<file path="src/rtl/fetch_hazard_if.sv">
// Fetch/hazard controller bus: instruction memory return path, ID/EX hazard
// inputs, branch resolution inputs and the controller's fetch/pipeline outputs.
interface fetch_hazard_if #(
    parameter int XLEN  = 32,
    parameter int RA_W  = 5,
    parameter int CNT_W = 16
);
    logic [31:0]       imem_instr;
    logic              imem_valid;
    logic [XLEN-1:0]   pc;
    logic [31:0]       if_id_instr;
    logic [XLEN-1:0]   if_id_pc;
    logic              if_id_valid;
    logic [RA_W-1:0]   id_rs;
    logic [RA_W-1:0]   id_rt;
    logic              id_uses_rt;
    logic              id_jump;
    logic              ex_valid;
    logic              ex_memread;
    logic [RA_W-1:0]   ex_rd;
    logic              ex_branch_taken;
    logic [XLEN-1:0]   ex_branch_pc;
    logic [XLEN-1:0]   ex_branch_off;
    logic              id_ex_bubble;
    logic              id_ex_flush;
    logic [CNT_W-1:0]  cnt_stall;
    logic [CNT_W-1:0]  cnt_redirect;
    logic [CNT_W-1:0]  cnt_imem_wait;

    // Pipeline/memory side: drives instruction data and hazard inputs.
    modport master (
        output imem_instr, imem_valid, id_rs, id_rt, id_uses_rt, id_jump,
               ex_valid, ex_memread, ex_rd, ex_branch_taken, ex_branch_pc, ex_branch_off,
        input  pc, if_id_instr, if_id_pc, if_id_valid, id_ex_bubble, id_ex_flush,
               cnt_stall, cnt_redirect, cnt_imem_wait
    );

    // Controller side.
    modport slave (
        input  imem_instr, imem_valid, id_rs, id_rt, id_uses_rt, id_jump,
               ex_valid, ex_memread, ex_rd, ex_branch_taken, ex_branch_pc, ex_branch_off,
        output pc, if_id_instr, if_id_pc, if_id_valid, id_ex_bubble, id_ex_flush,
               cnt_stall, cnt_redirect, cnt_imem_wait
    );
endinterface

</file>
<file path="src/rtl/fetch_hazard_ctrl.sv">
// Fetch stage and hazard controller: owns PC and IF/ID, resolves redirects,
// load-use stalls and imem wait states with a fixed priority, and keeps
// saturating event counters.
module fetch_hazard_ctrl #(
    parameter int              XLEN     = 32,
    parameter int              RA_W     = 5,
    parameter logic [XLEN-1:0] RESET_PC = '0,
    parameter int              CNT_W    = 16
) (
    input logic           clk,
    input logic           reset,
    fetch_hazard_if.slave bus
);
    logic [XLEN-1:0]  pc_q;
    logic [31:0]      if_id_instr_q;
    logic [XLEN-1:0]  if_id_pc_q;
    logic             if_id_valid_q;
    logic [CNT_W-1:0] cnt_stall_q;
    logic [CNT_W-1:0] cnt_redirect_q;
    logic [CNT_W-1:0] cnt_imem_wait_q;

    logic             load_use;
    logic             take_branch;
    logic             take_jump;
    logic             take_stall;
    logic             take_wait;
    logic [XLEN-1:0]  branch_target;
    logic [XLEN-1:0]  if_pc_plus4;
    logic [XLEN-1:0]  jump_target;

    // Hazard detection and the one-hot priority decode of this cycle's action.
    always_comb begin
        load_use = if_id_valid_q && bus.ex_valid && bus.ex_memread &&
                   (bus.ex_rd != '0) &&
                   ((bus.ex_rd == bus.id_rs) || (bus.id_uses_rt && (bus.ex_rd == bus.id_rt)));
        take_branch = bus.ex_branch_taken;
        take_jump   = !take_branch && bus.id_jump && if_id_valid_q;
        take_stall  = !take_branch && !take_jump && load_use;
        take_wait   = !take_branch && !take_jump && !take_stall && !bus.imem_valid;
    end

    // Redirect targets; the jump keeps the upper PC bits of the slot after the jump.
    always_comb begin
        branch_target = bus.ex_branch_pc + XLEN'(4) + (bus.ex_branch_off << 2);
        if_pc_plus4   = if_id_pc_q + XLEN'(4);
        jump_target   = (if_pc_plus4 & {{(XLEN-28){1'b1}}, 28'b0}) |
                        XLEN'({if_id_instr_q[25:0], 2'b00});
    end

    // PC, IF/ID register and saturating counters.
    always_ff @(posedge clk) begin
        if (reset) begin
            pc_q            <= RESET_PC;
            if_id_instr_q   <= '0;
            if_id_pc_q      <= '0;
            if_id_valid_q   <= 1'b0;
            cnt_stall_q     <= '0;
            cnt_redirect_q  <= '0;
            cnt_imem_wait_q <= '0;
        end else if (take_branch || take_jump) begin
            pc_q          <= take_branch ? branch_target : jump_target;
            if_id_valid_q <= 1'b0;
            if (cnt_redirect_q != '1) cnt_redirect_q <= cnt_redirect_q + CNT_W'(1);
        end else if (take_stall) begin
            if (cnt_stall_q != '1) cnt_stall_q <= cnt_stall_q + CNT_W'(1);
        end else if (take_wait) begin
            if_id_valid_q <= 1'b0;
            if (cnt_imem_wait_q != '1) cnt_imem_wait_q <= cnt_imem_wait_q + CNT_W'(1);
        end else begin
            if_id_instr_q <= bus.imem_instr;
            if_id_pc_q    <= pc_q;
            if_id_valid_q <= 1'b1;
            pc_q          <= pc_q + XLEN'(4);
        end
    end

    // Combinational ID/EX controls are suppressed while reset is held.
    always_comb begin
        bus.id_ex_bubble = !reset && take_stall;
        bus.id_ex_flush  = !reset && take_branch;
    end

    assign bus.pc            = pc_q;
    assign bus.if_id_instr   = if_id_instr_q;
    assign bus.if_id_pc      = if_id_pc_q;
    assign bus.if_id_valid   = if_id_valid_q;
    assign bus.cnt_stall     = cnt_stall_q;
    assign bus.cnt_redirect  = cnt_redirect_q;
    assign bus.cnt_imem_wait = cnt_imem_wait_q;
endmodule

</file>
<file path="src/flat_wrapper.sv">
// flat-port wrapper written by rule: the top's interface ports become plain ports
module fetch_hazard_ctrl_flat 
#(
    parameter int              XLEN     = 32,
    parameter int              RA_W     = 5,
    parameter logic [XLEN-1:0] RESET_PC = '0,
    parameter int              CNT_W    = 16
)
  (clk, reset, bus_imem_instr, bus_imem_valid, bus_id_rs, bus_id_rt, bus_id_uses_rt, bus_id_jump, bus_ex_valid, bus_ex_memread, bus_ex_rd, bus_ex_branch_taken, bus_ex_branch_pc, bus_ex_branch_off, bus_pc, bus_if_id_instr, bus_if_id_pc, bus_if_id_valid, bus_id_ex_bubble, bus_id_ex_flush, bus_cnt_stall, bus_cnt_redirect, bus_cnt_imem_wait);
  fetch_hazard_if #(.XLEN(XLEN), .RA_W(RA_W), .CNT_W(CNT_W)) bus_i ();
  input logic clk;
  input logic reset;
  input wire logic [$bits(bus_i.imem_instr)-1:0] bus_imem_instr;
  input wire logic [$bits(bus_i.imem_valid)-1:0] bus_imem_valid;
  input wire logic [$bits(bus_i.id_rs)-1:0] bus_id_rs;
  input wire logic [$bits(bus_i.id_rt)-1:0] bus_id_rt;
  input wire logic [$bits(bus_i.id_uses_rt)-1:0] bus_id_uses_rt;
  input wire logic [$bits(bus_i.id_jump)-1:0] bus_id_jump;
  input wire logic [$bits(bus_i.ex_valid)-1:0] bus_ex_valid;
  input wire logic [$bits(bus_i.ex_memread)-1:0] bus_ex_memread;
  input wire logic [$bits(bus_i.ex_rd)-1:0] bus_ex_rd;
  input wire logic [$bits(bus_i.ex_branch_taken)-1:0] bus_ex_branch_taken;
  input wire logic [$bits(bus_i.ex_branch_pc)-1:0] bus_ex_branch_pc;
  input wire logic [$bits(bus_i.ex_branch_off)-1:0] bus_ex_branch_off;
  output wire logic [$bits(bus_i.pc)-1:0] bus_pc;
  output wire logic [$bits(bus_i.if_id_instr)-1:0] bus_if_id_instr;
  output wire logic [$bits(bus_i.if_id_pc)-1:0] bus_if_id_pc;
  output wire logic [$bits(bus_i.if_id_valid)-1:0] bus_if_id_valid;
  output wire logic [$bits(bus_i.id_ex_bubble)-1:0] bus_id_ex_bubble;
  output wire logic [$bits(bus_i.id_ex_flush)-1:0] bus_id_ex_flush;
  output wire logic [$bits(bus_i.cnt_stall)-1:0] bus_cnt_stall;
  output wire logic [$bits(bus_i.cnt_redirect)-1:0] bus_cnt_redirect;
  output wire logic [$bits(bus_i.cnt_imem_wait)-1:0] bus_cnt_imem_wait;
  assign bus_i.imem_instr = bus_imem_instr;
  assign bus_i.imem_valid = bus_imem_valid;
  assign bus_i.id_rs = bus_id_rs;
  assign bus_i.id_rt = bus_id_rt;
  assign bus_i.id_uses_rt = bus_id_uses_rt;
  assign bus_i.id_jump = bus_id_jump;
  assign bus_i.ex_valid = bus_ex_valid;
  assign bus_i.ex_memread = bus_ex_memread;
  assign bus_i.ex_rd = bus_ex_rd;
  assign bus_i.ex_branch_taken = bus_ex_branch_taken;
  assign bus_i.ex_branch_pc = bus_ex_branch_pc;
  assign bus_i.ex_branch_off = bus_ex_branch_off;
  assign bus_pc = bus_i.pc;
  assign bus_if_id_instr = bus_i.if_id_instr;
  assign bus_if_id_pc = bus_i.if_id_pc;
  assign bus_if_id_valid = bus_i.if_id_valid;
  assign bus_id_ex_bubble = bus_i.id_ex_bubble;
  assign bus_id_ex_flush = bus_i.id_ex_flush;
  assign bus_cnt_stall = bus_i.cnt_stall;
  assign bus_cnt_redirect = bus_i.cnt_redirect;
  assign bus_cnt_imem_wait = bus_i.cnt_imem_wait;
  fetch_hazard_ctrl #(.XLEN(XLEN), .RA_W(RA_W), .RESET_PC(RESET_PC), .CNT_W(CNT_W)) u_core (.clk(clk), .reset(reset), .bus(bus_i));
endmodule
</file>
<file path="config.mk">
export PLATFORM = sky130hd
export DESIGN_NAME = fetch_hazard_ctrl_flat
export DESIGN_NICKNAME = d
export VERILOG_FILES = /design/src/rtl/fetch_hazard_if.sv /design/src/rtl/fetch_hazard_ctrl.sv /design/src/flat_wrapper.sv
export SDC_FILE = /design/constraint.sdc
export NUM_CORES = 1
export LEC_CHECK = 0
export CORE_UTILIZATION = 45
export CTS_BUF_LIST = sky130_fd_sc_hd__clkbuf_16
export CTS_CLUSTER_SIZE = 40
export DETAILED_ROUTE_END_ITERATION = 10
export PLACE_DENSITY = 0.87
export SYNTH_ARGS = -nofsm -noshare
export SYNTH_HDL_FRONTEND = slang
export SYNTH_SLANG_ARGS = --single-unit
</file>
<file path="constraint.sdc">
create_clock -name clk -period 6.8 [get_ports clk]
set_clock_uncertainty 0.15 [all_clocks]
set_input_delay 0.68 -clock clk [delete_from_list [all_inputs] [get_ports clk]]
set_output_delay 0.68 -clock clk [all_outputs]
set_load 0.005 [all_outputs]
</file>
==> metrics.md, run 1 <==
| Metric | Value |
|---|---|
| Outcome | `completed` |
| Flops & latches, synth | `145` |
| Category of the worst setup path capture point | `register` |
| Layer with the highest usage | `met2` |
| Area added between synthesis and finish | `38.3%` |
| Area of the core | `0.0183 sq mm` |
| All-layer global routing usage | `27.2%` |
| Total standard cell area after synthesis | `0.00851 sq mm` |
| Proportion of netlist area held by the largest area contributor | `34.1%` |
| Cell repeated most along the worst path | `sky130_fd_sc_hd__ha_1` |
| Startpoint Class | `primary input` |
| Kind of critical path | `in -> reg` |
| Final setup violation count | `0` |
| Total nets after synthesis | `1,273` |
| Rows | `49` |
| Number of enable-type register cells in the synthesized netlist | `0` |
| Number of post-CTS setup repair buffers | `0` |
| Number of global-route vias before repair | `8,322` |
| Post-route DRC violation count | `0` |
| M1 GR Usage | `30.6%` |
| Count of unique library cells instantiated by Yosys | `65` |
| Insertion delay to the later sink of the worst-skew pair | `420 ps` |
| Wire length of the first global-routing pass | `42.2 mm` |
| Detailed-route vias per instance | `5.71` |
| Required time worst endpoint | `6960 ps` |
| Die Area | `0.0195 sq mm` |
| Path type of the worst min-delay path | `reg -> reg` |
| Worst max-slew margin expressed relative to the limit | `30.6%` |
| Number of hold buffers added after CTS | `0` |
| FFs w/ async S/R, synth | `0%` |
| Total of cells resized after clock tree synthesis | `0` |
| Initial Utilization | `46.6%` |
| Lkg Pwr | `0.00426 uW` |
| Yosys top cell by area | `sky130_fd_sc_hd__dfxtp_1` |
| Most frequent standard cell in the layout excluding fill and tap cells | `sky130_fd_sc_hd__clkdlybuf4s50_1` |
| Top post-synthesis cells by area | `sky130_fd_sc_hd__dfxtp_1 34%, sky130_fd_sc_hd__ha_1 9.0%, sky130_fd_sc_hd__nand2_1 8.3%` |
| Most frequent cells in the layout | `261 x sky130_fd_sc_hd__clkdlybuf4s50_1, 188 x sky130_fd_sc_hd__nand2_1, 145 x sky130_fd_sc_hd__dfxtp_1` |
| Number of antenna violations at the first check in global routing | `0` |
| Nets | `1,501` |
| I/O pins | `266` |
| Maximum clock insertion buffer count | `2` |
| Global Route met2 Usage | `48.6%` |
| Die extent in y | `140 um` |
| Areal power density over the cells | `198 mW/mm^2` |
| Post-detailed-route count of antenna-violating nets | `0` |
| Depth of the CTS H-tree | `4` |
| Number of warnings reported in the yosys synthesis log | `0` |
| Actual slew at the worst max-slew pin | `1040 ps` |
| Worst stage delay on the critical path | `580 ps` |
| Main synth FF type | `sky130_fd_sc_hd__dfxtp_1` |
| Crit-path max FO | `4` |
| Number of input and output port buffers inserted | `263` |
| Final estimated routing congestion in global placement | `0.896` |
| Cells traversed along the worst timing path | `clkdlybuf4s50_1, ha_1, ha_1, fa_1, a21oi_1, o21ai_2, a2111oi_2, o31ai_1, a211oi_1, o21ai_1, xnor2_1, a2111oi_0` |
| Die width | `140 um` |
| Fmax | `0.245 GHz` |
| Wire per inst | `17.2 um` |
| DRT Pass-1 Iters | `5` |
| N_diodes | `0` |
| Number of buffers created by CTS | `17` |
| Routed via count | `8,924` |
| Time the final worst path needs with I/O delays and setup | `4090 ps` |
| Slowest cell on the critical path | `sky130_fd_sc_hd__a2111oi_2` |
| Portion of the post-synthesis area used by sequential elements | `34.1%` |
| VDD IR-drop max | `0.178 mV` |
| Share of the clock period used by the worst path after layout | `60.1%` |
| Min Hold Slack | `306 ps` |
| Proportion of layout cells with a drive suffix above 1 | `3.98%` |
| Root cell of the clock tree | `sky130_fd_sc_hd__clkbuf_16` |
| Number of max-slew violations in the final report | `0` |
| Dpl hpwl | `19.8 mm` |
| Overflow left after global routing | `0` |
| Number of clock sinks seen by CTS | `145` |
| CTS tree | `done` |
| Accumulated negative setup slack | `0 ps` |
| MaxCap Viol Count | `0` |
| Synthesized area divided by synthesized cell count | `7.79 sq um` |
| Routed Wire Length | `26.8 mm` |
| Starting DRC count in detailed routing | `528` |
| Met3 track utilization from global routing | `7.91%` |
| Final Hold Vio Count | `0` |
| Largest net degree at the start of global routing | `80` |
| Clock Pin Slew Worst Setup and Hold Paths | `60 ps` |
| Critical Path AT | `4250 ps` |
| Post-synthesis instance total | `1,092` |
| Setup repair after global routing missed its margin | `false` |
[sequential cells by signal (all words and copies together) (netlist names)]
name,count
u_core.bus.cnt_imem_wait,16
u_core.bus.cnt_redirect,16
u_core.bus.cnt_stall,16
u_core.bus.if_id_instr,32
u_core.bus.if_id_pc,32
u_core.bus.if_id_valid,1
u_core.bus.pc,32
[cells in the mapped netlist (8+ instances only)]
cell type,n
sky130_fd_sc_hd__clkbuf_1,46
sky130_fd_sc_hd__xnor2_1,57
sky130_fd_sc_hd__buf_2,9
sky130_fd_sc_hd__and3_1,9
sky130_fd_sc_hd__and2_1,8
sky130_fd_sc_hd__a211oi_1,23
sky130_fd_sc_hd__nand2_1,189
sky130_fd_sc_hd__inv_1,19
sky130_fd_sc_hd__nor2_1,110
sky130_fd_sc_hd__xor2_1,34
sky130_fd_sc_hd__dfxtp_1,145
sky130_fd_sc_hd__a31oi_1,9
sky130_fd_sc_hd__nand3_1,38
sky130_fd_sc_hd__nand4_1,31
sky130_fd_sc_hd__nor3_1,22
sky130_fd_sc_hd__ha_1,61
sky130_fd_sc_hd__o21ai_0,33
sky130_fd_sc_hd__a21oi_1,127
sky130_fd_sc_hd__or3_1,11
[final timing paths]
path                                                  end  slack (ps)                                    start  depth (start not counted)
setup / recovery           u_core.bus.pc[27]$_SDFFE_PP0P_        2710                     bus_ex_branch_off[1]                         12
hold / removal    u_core.bus.if_id_instr[26]$_SDFFE_PP0P_         310  u_core.bus.if_id_instr[26]$_SDFFE_PP0P_                          2
setup reg to reg     u_core.bus.if_id_pc[18]$_SDFFE_PP0P_        3640      u_core.bus.if_id_valid$_SDFFE_PP0N_                          7
hold reg to reg   u_core.bus.if_id_instr[26]$_SDFFE_PP0P_         310  u_core.bus.if_id_instr[26]$_SDFFE_PP0P_                          2
[per-stage QoR]
step                      instances  utilization [%]  setup WS (ps)  area (sq um)  total power [uW]
after global placement         1530             61.5           2420         11200              1470
final                          1562             64.4           2710         11800              2330
after CTS                      1562             64.4           2760         11800              2330
after global routing           1562             64.4           2480         11800              2420
after floorplan                1092                -           3190          8510              1240
after detailed placement       1530             61.5           2330         11200              1480
[where the power goes]
group | total [uW] | switching [uW] | internal [uW]
clock network | 859 | 367 | 492
logic | 518 | 255 | 263
registers | 951 | 61.2 | 889
[cells by family (layout without fill, tap and decap cells)]
family                   count (synthesis)  count (layout)  share of synthesized area, %
multiplexers                             5               5                         0.588
adder cells (fa/ha/maj)                 62              62                          9.20
XOR/XNOR                                91              91                          9.36
AO/OA/AOI/OAI                          260             260                          18.9
AND/OR/NAND/NOR                        451             451                          24.2
flip-flops                             145             145                          34.1
buffers and inverters                   78             319                          3.63
[worst max-delay path: cells and delay by family]
| kind | cells | cell delay [ps] |
|---|---|---|
| buffers and inverters | 1 | 410 |
| adder cells (fa/ha/maj) | 3 | 930 |
| AO/OA/AOI/OAI | 7 | 2060 |
| XOR/XNOR | 1 | 170 |
[routing by layer]
metal	wire (um)	vias to the layer above
li1	-	4311
met1	10700	4210
met2	13300	352
met3	2120	51
met4	734	0
met5	0	-
[final cells by class]
| cell class | count | area (sq um) |
|---|---|---|
| well taps | 229 | 287 |
| fillers | 1580 | 6500 |
| clock inverters | 15 | 106 |
| clock buffers | 17 | 425 |
| flip-flops and latches | 145 | 2900 |
| inverters | 19 | 71.3 |
| repair buffers | 268 | 2660 |
| multi-input cells | 869 | 5310 |
Note: power is estimated with default switching activity, not from simulation.
==> run 2: changes to the inputs <==
clock period = 3.9 ns   (was 6.8 ns; I/O delays follow)
==> run 2 against run 1 <==
Sequential power increased by 75%. Cell count rose by 0.58%. Sequential share of layout area down 0.20 points. Wire length increased by 2.7%.
==> metrics.md, run 2 (synthesized netlist as in run 1, its figures left out) <==
| Metric | Value |
|---|---|
| Outcome | `completed` |
| Lkg Pwr | `0.00430 uW` |
| Filler cell count | `1,511` |
| Register Area | `0.00290 sq mm` |
| Number of hold buffers added after CTS | `0` |
| MaxCap Viol Count | `0` |
| Most frequent cells in the layout | `261 x sky130_fd_sc_hd__clkdlybuf4s50_1, 188 x sky130_fd_sc_hd__nand2_1, 145 x sky130_fd_sc_hd__dfxtp_1` |
| Wire length of the first global-routing pass | `43.8 mm` |
| DRT Pass-1 Iters | `5` |
| Setup repair after global routing missed its margin | `false` |
| Number of input and output port buffers inserted | `263` |
| Detailed-route vias per instance | `5.77` |
| I/O pins | `266` |
| Number of max-slew violations in the final report | `0` |
| Total placed cells including tap cells | `1,539` |
| VDD IR-drop max | `0.288 mV` |
| Critical Path AT | `3690 ps` |
| Final Hold Vio Count | `0` |
| Proportion of layout cells with a drive suffix above 1 | `4.99%` |
| Areal power density over the cells | `349 mW/mm^2` |
| Final Instance Area | `0.0119 sq mm` |
| Starting DRC count in detailed routing | `579` |
| Clock Pin Slew Worst Setup and Hold Paths | `60 ps` |
| Initial Utilization | `46.6%` |
| Most frequent standard cell in the layout excluding fill and tap cells | `sky130_fd_sc_hd__clkdlybuf4s50_1` |
| All-layer global routing usage | `28.3%` |
| Die width | `140 um` |
| Area occupied by multi-input gates | `0.00531 sq mm` |
| Number of buffers created by CTS | `17` |
| Die Area | `0.0195 sq mm` |
| Overflow left after global routing | `0` |
| Actual slew at the worst max-slew pin | `852 ps` |
| Insertion delay to the later sink of the worst-skew pair | `420 ps` |
| Area added between synthesis and finish | `39.4%` |
| Number of clock sinks seen by CTS | `145` |
| Final cell count without fillers | `1,571` |
| Number of global-route vias before repair | `8,641` |
| Worst max-slew margin expressed relative to the limit | `43.2%` |
| Final setup violation count | `0` |
| Number of antenna violations at the first check in global routing | `0` |
| Post-detailed-route count of antenna-violating nets | `0` |
| Category of the worst setup path capture point | `register` |
| CTS tree | `done` |
| Die extent in y | `140 um` |
| Kind of critical path | `in -> reg` |
| Share of the clock period used by the worst path after layout | `90.8%` |
| Nets | `1,510` |
| Time the final worst path needs with I/O delays and setup | `3540 ps` |
| N_diodes | `0` |
| Rows | `49` |
| Total of cells resized after clock tree synthesis | `0` |
| Number of post-CTS setup repair buffers | `0` |
| Path type of the worst min-delay path | `in -> reg` |
| Crit-path max FO | `4` |
| Fmax | `0.282 GHz` |
| Post-Place Cell Area | `0.0113 sq mm` |
| R2R setup slack | `1050 ps` |
| Routed via count | `9,057` |
| Maximum clock insertion buffer count | `2` |
| Root cell of the clock tree | `sky130_fd_sc_hd__clkbuf_16` |
| Routed Wire Length | `27.5 mm` |
| Final estimated routing congestion in global placement | `0.911` |
| Area of the core | `0.0183 sq mm` |
| Post-route DRC violation count | `0` |
| Startpoint Class | `primary input` |
| Largest net degree at the start of global routing | `72` |
| Dpl hpwl | `20.6 mm` |
| Required time worst endpoint | `4050 ps` |
| Depth of the CTS H-tree | `4` |
| Wire per inst | `17.5 um` |
## run 2: metrics by stage
| stage | TNS, ps | hold WS [ps] | utilization, % | worst slack, ps | total power, uW |
|---|---|---|---|---|---|
| 2_1_floorplan | 0 | 303 | - | 577 | 2160 |
| 3_3_place_gp | 0 | 291 | 61.9 | 57.1 | 2580 |
| 3_5_place_dp | -16.4 | 299 | 61.9 | -16.4 | 2600 |
| 4_1_cts | 0 | 196 | 64.9 | 396 | 4150 |
| 5_1_grt | 0 | 199 | 64.9 | 174 | 4330 |
| 6_report | 0 | 212 | 64.9 | 357 | 4140 |
## run 2: worst paths after layout
path | startpoint | endpoint | cells past startpoint
max | bus_ex_branch_off[1] | u_core.bus.pc[27]$_SDFFE_PP0P_ | 13
min | reset | u_core.bus.cnt_redirect[6]$_SDFFE_PP0P_ | 2
max reg2reg | u_core.bus.pc[2]$_SDFFE_PP0P_ | u_core.bus.pc[30]$_SDFFE_PP0P_ | 8
min reg2reg | u_core.bus.if_id_instr[28]$_SDFFE_PP0P_ | u_core.bus.if_id_instr[28]$_SDFFE_PP0P_ | 2
## run 2: critical path: stages
cell	delay, ps
sky130_fd_sc_hd__clkdlybuf4s50_1	400
sky130_fd_sc_hd__ha_1	310
sky130_fd_sc_hd__ha_1	240
sky130_fd_sc_hd__fa_1	410
sky130_fd_sc_hd__a21oi_1	240
sky130_fd_sc_hd__o21ai_2	130
sky130_fd_sc_hd__a2111oi_2	390
sky130_fd_sc_hd__buf_4	190
sky130_fd_sc_hd__o31ai_1	90
sky130_fd_sc_hd__a211oi_1	260
sky130_fd_sc_hd__o21ai_1	130
sky130_fd_sc_hd__xnor2_1	140
sky130_fd_sc_hd__a2111oi_0	370
## run 2: where the power goes
part | switching (uW) | internal, uW | total, uW
Clock | 687 | 881 | 1570
Combinational | 452 | 469 | 920
Sequential | 107 | 1550 | 1660
## run 2: final cells by class
type	count	share of cell area, %
flip-flops and latches	145	24.5
well taps	229	2.42
clock buffers	17	3.59
multi-input cells	869	44.8
repair buffers	277	23.0
inverters	19	0.601
clock inverters	15	1.12
## run 2: metal layers
layer	vias up	track usage (%)	wire length, um
met1	4277	32.1	10700
met2	411	51.1	13800
met3	50	7.54	2370
met5	-	0	0
met4	0	9.12	622
li1	4319	-	-
